$ cat src/rtl/pipe_pkg.sv
// Shared pipeline definitions: writeback source encodings, register-file
// geometry defaults and the commit predicate used by the W stage.
package pipe_pkg;

    localparam int DW   = 32;
    localparam int NREG = 32;

    localparam logic [2:0] WDS_ALU  = 3'd0;
    localparam logic [2:0] WDS_DM   = 3'd1;
    localparam logic [2:0] WDS_PC8  = 3'd2;
    localparam logic [2:0] WDS_EXT  = 3'd3;
    localparam logic [2:0] WDS_MUDI = 3'd4;

    localparam logic [4:0] REG_ZERO = 5'd0;

    // A write retires only with a real destination and a legal source.
    function automatic logic commit_ok(input logic       we,
                                       input logic [4:0] a3,
                                       input logic [2:0] wd_sel);
        return we && (a3 != REG_ZERO) && (wd_sel <= WDS_MUDI);
    endfunction

endpackage

$ cat src/rtl/grf_writeback_if.sv
// W-stage writeback / D-stage read bus for the general register file.
// master: pipeline side driving the W and D stage inputs.
// slave:  the register file (grf_writeback).
interface grf_writeback_if;

    logic                    WE_W;
    logic [4:0]              A3_W;
    logic [2:0]              WD_SEL_W;
    logic [pipe_pkg::DW-1:0] ALU_OUT_W;
    logic [pipe_pkg::DW-1:0] DM_OUT_W;
    logic [pipe_pkg::DW-1:0] EXT_OUT_W;
    logic [pipe_pkg::DW-1:0] MUDI_OUT_W;
    logic [pipe_pkg::DW-1:0] PC_W;
    logic [4:0]              A1_D;
    logic [4:0]              A2_D;
    logic [pipe_pkg::DW-1:0] RD1_D;
    logic [pipe_pkg::DW-1:0] RD2_D;
    logic [pipe_pkg::DW-1:0] WD_W;
    logic [pipe_pkg::DW-1:0] commit_cnt;
    logic [pipe_pkg::DW-1:0] last_pc;
    logic                    sel_err;

    modport master (
        output WE_W, A3_W, WD_SEL_W, ALU_OUT_W, DM_OUT_W, EXT_OUT_W,
               MUDI_OUT_W, PC_W, A1_D, A2_D,
        input  RD1_D, RD2_D, WD_W, commit_cnt, last_pc, sel_err
    );

    modport slave (
        input  WE_W, A3_W, WD_SEL_W, ALU_OUT_W, DM_OUT_W, EXT_OUT_W,
               MUDI_OUT_W, PC_W, A1_D, A2_D,
        output RD1_D, RD2_D, WD_W, commit_cnt, last_pc, sel_err
    );

endinterface

$ cat src/rtl/wb_sel_mux.sv
// Writeback source select: picks the W-stage result and flags encodings
// outside the defined set (those produce zero).
module wb_sel_mux
    import pipe_pkg::*;
#(
    parameter int DW     = pipe_pkg::DW,
    parameter int PC_OFS = 8
) (
    input  logic [2:0]    sel,
    input  logic [DW-1:0] alu,
    input  logic [DW-1:0] dm,
    input  logic [DW-1:0] ext,
    input  logic [DW-1:0] mudi,
    input  logic [DW-1:0] pc,
    output logic [DW-1:0] wd,
    output logic          illegal
);

    // Decode the source select; link writes store PC plus the link offset.
    always_comb begin
        wd      = '0;
        illegal = 1'b0;
        case (sel)
            WDS_ALU:  wd = alu;
            WDS_DM:   wd = dm;
            WDS_PC8:  wd = pc + DW'(PC_OFS);
            WDS_EXT:  wd = ext;
            WDS_MUDI: wd = mudi;
            default:  illegal = 1'b1;
        endcase
    end

endmodule

$ cat src/rtl/grf_writeback.sv
// W-stage general register file: writeback select, 32x32 array with r0
// hardwired to zero, two combinational D-stage read ports, plus debug
// state (retired-write count, PC of last retired write, sticky bad-select).
// Build option: define GRF_BYPASS_EN to forward a same-cycle write to the
// read ports; without it reads return the pre-write array contents.
module grf_writeback #(
    parameter int NREG   = pipe_pkg::NREG,
    parameter int DW     = pipe_pkg::DW,
    parameter int PC_OFS = 8
) (
    input  logic           clk,
    input  logic           rst_n,
    grf_writeback_if.slave bus
);
    import pipe_pkg::*;

    logic [DW-1:0] rf_q [NREG];
    logic [DW-1:0] cnt_q;
    logic [DW-1:0] last_pc_q;
    logic          sel_err_q;
    logic [DW-1:0] wd;
    logic          sel_illegal;
    logic          commit;
    logic [DW-1:0] rd1;
    logic [DW-1:0] rd2;

    wb_sel_mux #(.DW(DW), .PC_OFS(PC_OFS)) u_sel (
        .sel     (bus.WD_SEL_W),
        .alu     (bus.ALU_OUT_W),
        .dm      (bus.DM_OUT_W),
        .ext     (bus.EXT_OUT_W),
        .mudi    (bus.MUDI_OUT_W),
        .pc      (bus.PC_W),
        .wd      (wd),
        .illegal (sel_illegal)
    );

    assign commit = commit_ok(bus.WE_W, bus.A3_W, bus.WD_SEL_W);

    // Register array update; r0 is never written because commit excludes it.
    always_ff @(posedge clk or negedge rst_n) begin
        if (!rst_n) begin
            for (int i = 0; i < NREG; i++) rf_q[i] <= '0;
        end else if (commit) begin
            rf_q[bus.A3_W] <= wd;
        end
    end

    // Debug state: retired-write counter, last committed PC, sticky bad select.
    always_ff @(posedge clk or negedge rst_n) begin
        if (!rst_n) begin
            cnt_q     <= '0;
            last_pc_q <= '0;
            sel_err_q <= 1'b0;
        end else begin
            if (commit) begin
                cnt_q     <= cnt_q + DW'(1);
                last_pc_q <= bus.PC_W;
            end
            if (bus.WE_W && sel_illegal) sel_err_q <= 1'b1;
        end
    end

    // Read ports; a matching address with a commit in flight implies a nonzero address.
    always_comb begin
        rd1 = '0;
        rd2 = '0;
        if (bus.A1_D != REG_ZERO) rd1 = rf_q[bus.A1_D];
        if (bus.A2_D != REG_ZERO) rd2 = rf_q[bus.A2_D];
`ifdef GRF_BYPASS_EN
        if (commit && (bus.A1_D == bus.A3_W)) rd1 = wd;
        if (commit && (bus.A2_D == bus.A3_W)) rd2 = wd;
`endif
    end

    assign bus.RD1_D      = rd1;
    assign bus.RD2_D      = rd2;
    assign bus.WD_W       = wd;
    assign bus.commit_cnt = cnt_q;
    assign bus.last_pc    = last_pc_q;
    assign bus.sel_err    = sel_err_q;

endmodule

$ cat src/flat_wrapper.sv
// flat-port wrapper written by rule: the top's interface ports become plain ports
module grf_writeback_flat import pipe_pkg::*;
#(
    parameter int NREG   = pipe_pkg::NREG,
    parameter int DW     = pipe_pkg::DW,
    parameter int PC_OFS = 8
)
  (clk, rst_n, bus_WE_W, bus_A3_W, bus_WD_SEL_W, bus_ALU_OUT_W, bus_DM_OUT_W, bus_EXT_OUT_W, bus_MUDI_OUT_W, bus_PC_W, bus_A1_D, bus_A2_D, bus_RD1_D, bus_RD2_D, bus_WD_W, bus_commit_cnt, bus_last_pc, bus_sel_err);
  grf_writeback_if bus_i ();
  input  logic clk;
  input  logic rst_n;
  input wire logic [$bits(bus_i.WE_W)-1:0] bus_WE_W;
  input wire logic [$bits(bus_i.A3_W)-1:0] bus_A3_W;
  input wire logic [$bits(bus_i.WD_SEL_W)-1:0] bus_WD_SEL_W;
  input wire logic [$bits(bus_i.ALU_OUT_W)-1:0] bus_ALU_OUT_W;
  input wire logic [$bits(bus_i.DM_OUT_W)-1:0] bus_DM_OUT_W;
  input wire logic [$bits(bus_i.EXT_OUT_W)-1:0] bus_EXT_OUT_W;
  input wire logic [$bits(bus_i.MUDI_OUT_W)-1:0] bus_MUDI_OUT_W;
  input wire logic [$bits(bus_i.PC_W)-1:0] bus_PC_W;
  input wire logic [$bits(bus_i.A1_D)-1:0] bus_A1_D;
  input wire logic [$bits(bus_i.A2_D)-1:0] bus_A2_D;
  output wire logic [$bits(bus_i.RD1_D)-1:0] bus_RD1_D;
  output wire logic [$bits(bus_i.RD2_D)-1:0] bus_RD2_D;
  output wire logic [$bits(bus_i.WD_W)-1:0] bus_WD_W;
  output wire logic [$bits(bus_i.commit_cnt)-1:0] bus_commit_cnt;
  output wire logic [$bits(bus_i.last_pc)-1:0] bus_last_pc;
  output wire logic [$bits(bus_i.sel_err)-1:0] bus_sel_err;
  assign bus_i.WE_W = bus_WE_W;
  assign bus_i.A3_W = bus_A3_W;
  assign bus_i.WD_SEL_W = bus_WD_SEL_W;
  assign bus_i.ALU_OUT_W = bus_ALU_OUT_W;
  assign bus_i.DM_OUT_W = bus_DM_OUT_W;
  assign bus_i.EXT_OUT_W = bus_EXT_OUT_W;
  assign bus_i.MUDI_OUT_W = bus_MUDI_OUT_W;
  assign bus_i.PC_W = bus_PC_W;
  assign bus_i.A1_D = bus_A1_D;
  assign bus_i.A2_D = bus_A2_D;
  assign bus_RD1_D = bus_i.RD1_D;
  assign bus_RD2_D = bus_i.RD2_D;
  assign bus_WD_W = bus_i.WD_W;
  assign bus_commit_cnt = bus_i.commit_cnt;
  assign bus_last_pc = bus_i.last_pc;
  assign bus_sel_err = bus_i.sel_err;
  grf_writeback #(.NREG(NREG), .DW(DW), .PC_OFS(PC_OFS)) u_core (.clk(clk), .rst_n(rst_n), .bus(bus_i));
endmodule
$ cat config.mk
export PLATFORM = sky130hd
export DESIGN_NAME = grf_writeback_flat
export DESIGN_NICKNAME = d
export VERILOG_FILES = /design/src/rtl/pipe_pkg.sv /design/src/rtl/grf_writeback_if.sv /design/src/rtl/wb_sel_mux.sv /design/src/rtl/grf_writeback.sv /design/src/flat_wrapper.sv
export SDC_FILE = /design/constraint.sdc
export NUM_CORES = 2
export LEC_CHECK = 0
export CAP_MARGIN = 10
export CORE_ASPECT_RATIO = 2
export CORE_MARGIN = 1.5
export CORE_UTILIZATION = 50
export DETAILED_ROUTE_END_ITERATION = 8
export HOLD_SLACK_MARGIN = 0.03
export PLACE_DENSITY_LB_ADDON = 0.15
export SYNTH_ARGS = -nofsm -noshare
export SYNTH_HDL_FRONTEND = slang
export SYNTH_SLANG_ARGS = --single-unit
$ cat constraint.sdc
create_clock -name clk -period 8 [get_ports clk]
set_input_delay 2.4 -clock clk [delete_from_list [all_inputs] [get_ports clk]]
set_output_delay 2.4 -clock clk [all_outputs]
set_load 0.005 [all_outputs]
==> metrics.csv <==
metric,value,unit
Initial Util,0.5029,
synth unique cells,65,
die area,0.1162,mm²
Post-Synthesis Net Count,5361,
Peak VDD IR,0.0001689,V
DRT antenna net count,0,
share of layout cells above drive strength 1,0.2306,
sw frac,0.2873,
area of the multi-input gates,0.02797,mm²
yosys warns,0,
CTS max path bufs,3,
number of global-route vias before repair,44080,
crit path cell chain,"clkdlybuf4s50_1, nand4_1, or4_1, or3_1, and4_1, inv_1, clkdlybuf4s50_1",
part of the power in registers,0.458,
CP most frequent cell,clkdlybuf4s50_1,
largest cells by area after synthesis,"dfrtp_1 (47%), mux4_2 (19%), nand2_1 (5.6%)",
min Tclk post-route,7.736,ns
MaxCap Viol Count,0,
required time of the worst setup path,5.60,ns
Reg area,0.02698,mm²
internal power,10.85,mW
Layout Nets,5487,
gr usage total,0.3094,
first-pass GRT wire length,272600,µm
residual DRC count,0,
largest family of logic cells by synthesized area,multiplexers,
Combinational Power Share,0.211,
Die Wd,241.8,µm
fin crit share,0.9670,
status,completed,
"delay-heaviest family, CP",simple AND/OR/NAND/NOR gates,
RSZ-0062 raised after global routing,no,
total overflow reported by the global router,0,
post-synthesis mux area share,0.2475,
post-synth top area share,0.4730,
CTS tree,built,
cts repair resizes,0,
reg2reg setup slack,5.81,ns
WP data arrival,5.34,ns
post-synthesis xor/xnor area fraction,0.006296,
Slew @ Worst Pin,1.305,ns
Detailed Routing Iterations Pass 1,6,
IO buf count,341,
final wirelength,178300,µm
CTS Buf Count,100,
CTS clock-pin slew for the worst setup and hold paths,0.06,ns
CP max FO,7,
routability cong.,0.8918,
worst hold-check slack,0.3742,ns
slowest stage cell on the critical path,or4_1,
start point of the critical path,bus_PC_W[16],
pin count of the biggest net entering global routing,151,
Syn Inst Count,5178,
CTS root buffer,clkbuf_16,
Lkg Pwr,27.66,nW
htree depth,3,
Crit Path Class,in2out,
Main synth FF type,dfrtp_1,
fmax,129.3,MHz
critical path endpoint category,output pin,
relative max-transition margin,0.1229,
worst-case reg-to-reg path depth,5,
CP endpoint,bus_WD_W[18],
DR WL/cell,25.86,µm
Final Max Tran Viols,0,
via count,43300,
Synth area leader,dfrtp_1,
number of synthesized flops with an enable pin,0,
Fillers,9726,
CTS Sinks,1078,
syn_area_per_cell,11.02,µm²
CTS Hold Bufs,0,
Hold Fails Final Rpt,0,
WP depth,7,
vias per inst,6.282,
most frequent cells in the layout,"dfrtp_1 (1,078), nand2_1 (842), o21ai_0 (554), mux4_2 (473), nor2_1 (451)",
"flops & latches, synth",1078,
number of setup buffers added after CTS,0,
initial antenna violation count,8,
post-synthesis sequential area ratio,0.4730,
Clock power frac,0.332,
post-synthesis compound-gate area fraction,0.1269,
Post-synth ARST share,1.000,
DR iter-0 viols,3205,
Final Setup Violations,0,
Worst-Skew Late Latency,0.72,ns
row count,175,
max incr delay on CP,0.80,ns
"commonest non-fill, non-tap cell in the layout",dfrtp_1,
hpwl dp,116600,µm
Setup crit start kind,input port,
core box area,0.1134,mm²
Simple-Gate Fraction of Synth Area,0.1038,
min-delay worst type,reg2reg,
total power per unit cell area,230.7,mW/mm²
die height,480.7,µm
Area growth syn-to-layout,15.66,%
Post-Syn Area,0.05704,mm²
Ports,342,
worst path buffer plus inverter count,3,
Post-Route Setup TNS,0,ns
worst reg2reg startpoint,u_core.bus.commit_cnt[7],
Worst Skew,0.01475,ns
RR Endpoint,u_core.bus.commit_cnt[21],
Adder-Cell Fraction of Synth Area,0.0004387,
net switching power,4.373,mW
==> through the flow <==
stage / power [mW] / utilization / setup slack (ns) / instances / cell area, µm²
final: 15.22 / 0.5817 / 0.2642 / 6893 / 65970
after global routing: 15.91 / 0.5816 / 0.1948 / 6891 / 65970
after CTS: 15.29 / 0.5813 / 0.2655 / 6889 / 65940
after detailed placement: 10.25 / 0.5512 / 0.2764 / 6705 / 62510
after global placement: 10.10 / 0.5512 / 0.2923 / 6705 / 62510
after floorplan: 8.979 / - / 1.399 / 5178 / 57040
==> cells in the mapped netlist (all sizes together) (3+ instances only) <==
| cell | instances |
|---|---|
| inv | 30 |
| o2bb2ai | 7 |
| o22a | 5 |
| nor3b | 4 |
| nand3 | 23 |
| a31oi | 221 |
| o221ai | 25 |
| and3 | 9 |
| o21ai | 564 |
| mux4 | 473 |
| and4 | 15 |
| nand2b | 5 |
| a2bb2oi | 5 |
| a221oi | 3 |
| xnor2 | 35 |
| buf | 190 |
| nor2b | 10 |
| and2 | 10 |
| or4 | 3 |
| nor4 | 14 |
| or2 | 8 |
| clkbuf | 365 |
| o2111ai | 64 |
| a22o | 3 |
| o221a | 40 |
| nor2 | 482 |
| nand4 | 14 |
| a21oi | 203 |
| mux2i | 94 |
| o31a | 3 |
| or3 | 4 |
| nand2 | 844 |
| mux2 | 224 |
| a22oi | 56 |
| nor3 | 14 |
| a21boi | 3 |
| dfrtp | 1078 |
| xor2 | 6 |
==> power groups by stage <==
stage / Combinational, mW / Clock [mW] / Sequential [mW]
after floorplan: 2.14 / 0 / 6.83
after global placement: 3.14 / 0 / 6.96
after detailed placement: 3.20 / 0 / 7.04
after CTS: 3.22 / 5.13 / 6.95
after global routing: 3.51 / 5.34 / 7.07
final: 3.21 / 5.05 / 6.96
==> final cells by class <==
class	instances	area share
clock buffers	148	0.04478
clock inverters	36	0.007112
diodes	3	0.0001138
multi-input cells	3515	0.4239
inverters	30	0.001707
repair buffers	579	0.08497
flip-flops and latches	1078	0.4089
well taps	1504	0.02852
==> registers in the layout, summed over array words and instances (netlist names) <==
signal and count:
u_core.bus.commit_cnt 32, u_core.bus.last_pc 32, u_core.bus.sel_err 1, u_core.rf_q 1013
==> worst reg2reg max path: stages (launching register included) <==
cell	delay [ns]
dfrtp_1	0.44
and4_1	0.32
nand4_1	0.18
nor4_2	0.75
nand4_1	0.22
xnor2_1	0.17
==> per-layer routing <==
layer	up-vias	routed length, µm	track usage
met1	21970	68500	0.3918
met5	-	35	0
met3	415	12170	0.04672
li1	19120	-	-
met2	1790	90050	0.5320
met4	6	7521	0.1285
==> kinds of logic (layout without fill, tap and decap cells) <==
logic type / Yosys count / in the layout
buf+inv: 585 / 793
xor+xnor: 41 / 41
compound gates: 1214 / 1214
fa+ha+maj: 2 / 2
mux: 791 / 791
simple gates: 1467 / 1467
flops: 1078 / 1078
other cells: 0 / 3
==> how the worst min path moves through the flow <==
stage	slack, ns	start	cells after the start	end
global placement	0.36	u_core.rf_q[1020]	0	u_core.rf_q[1020]
finish	0.37	u_core.rf_q[1002]	0	u_core.rf_q[1002]
detailed placement	0.36	u_core.rf_q[995]	0	u_core.rf_q[995]
floorplan	0.42	u_core.rf_q[1001]	1	u_core.rf_q[1001]
CTS	0.38	u_core.rf_q[1002]	0	u_core.rf_q[1002]
global route	0.38	u_core.rf_q[995]	0	u_core.rf_q[995]
(Power assumes the default switching activity.)
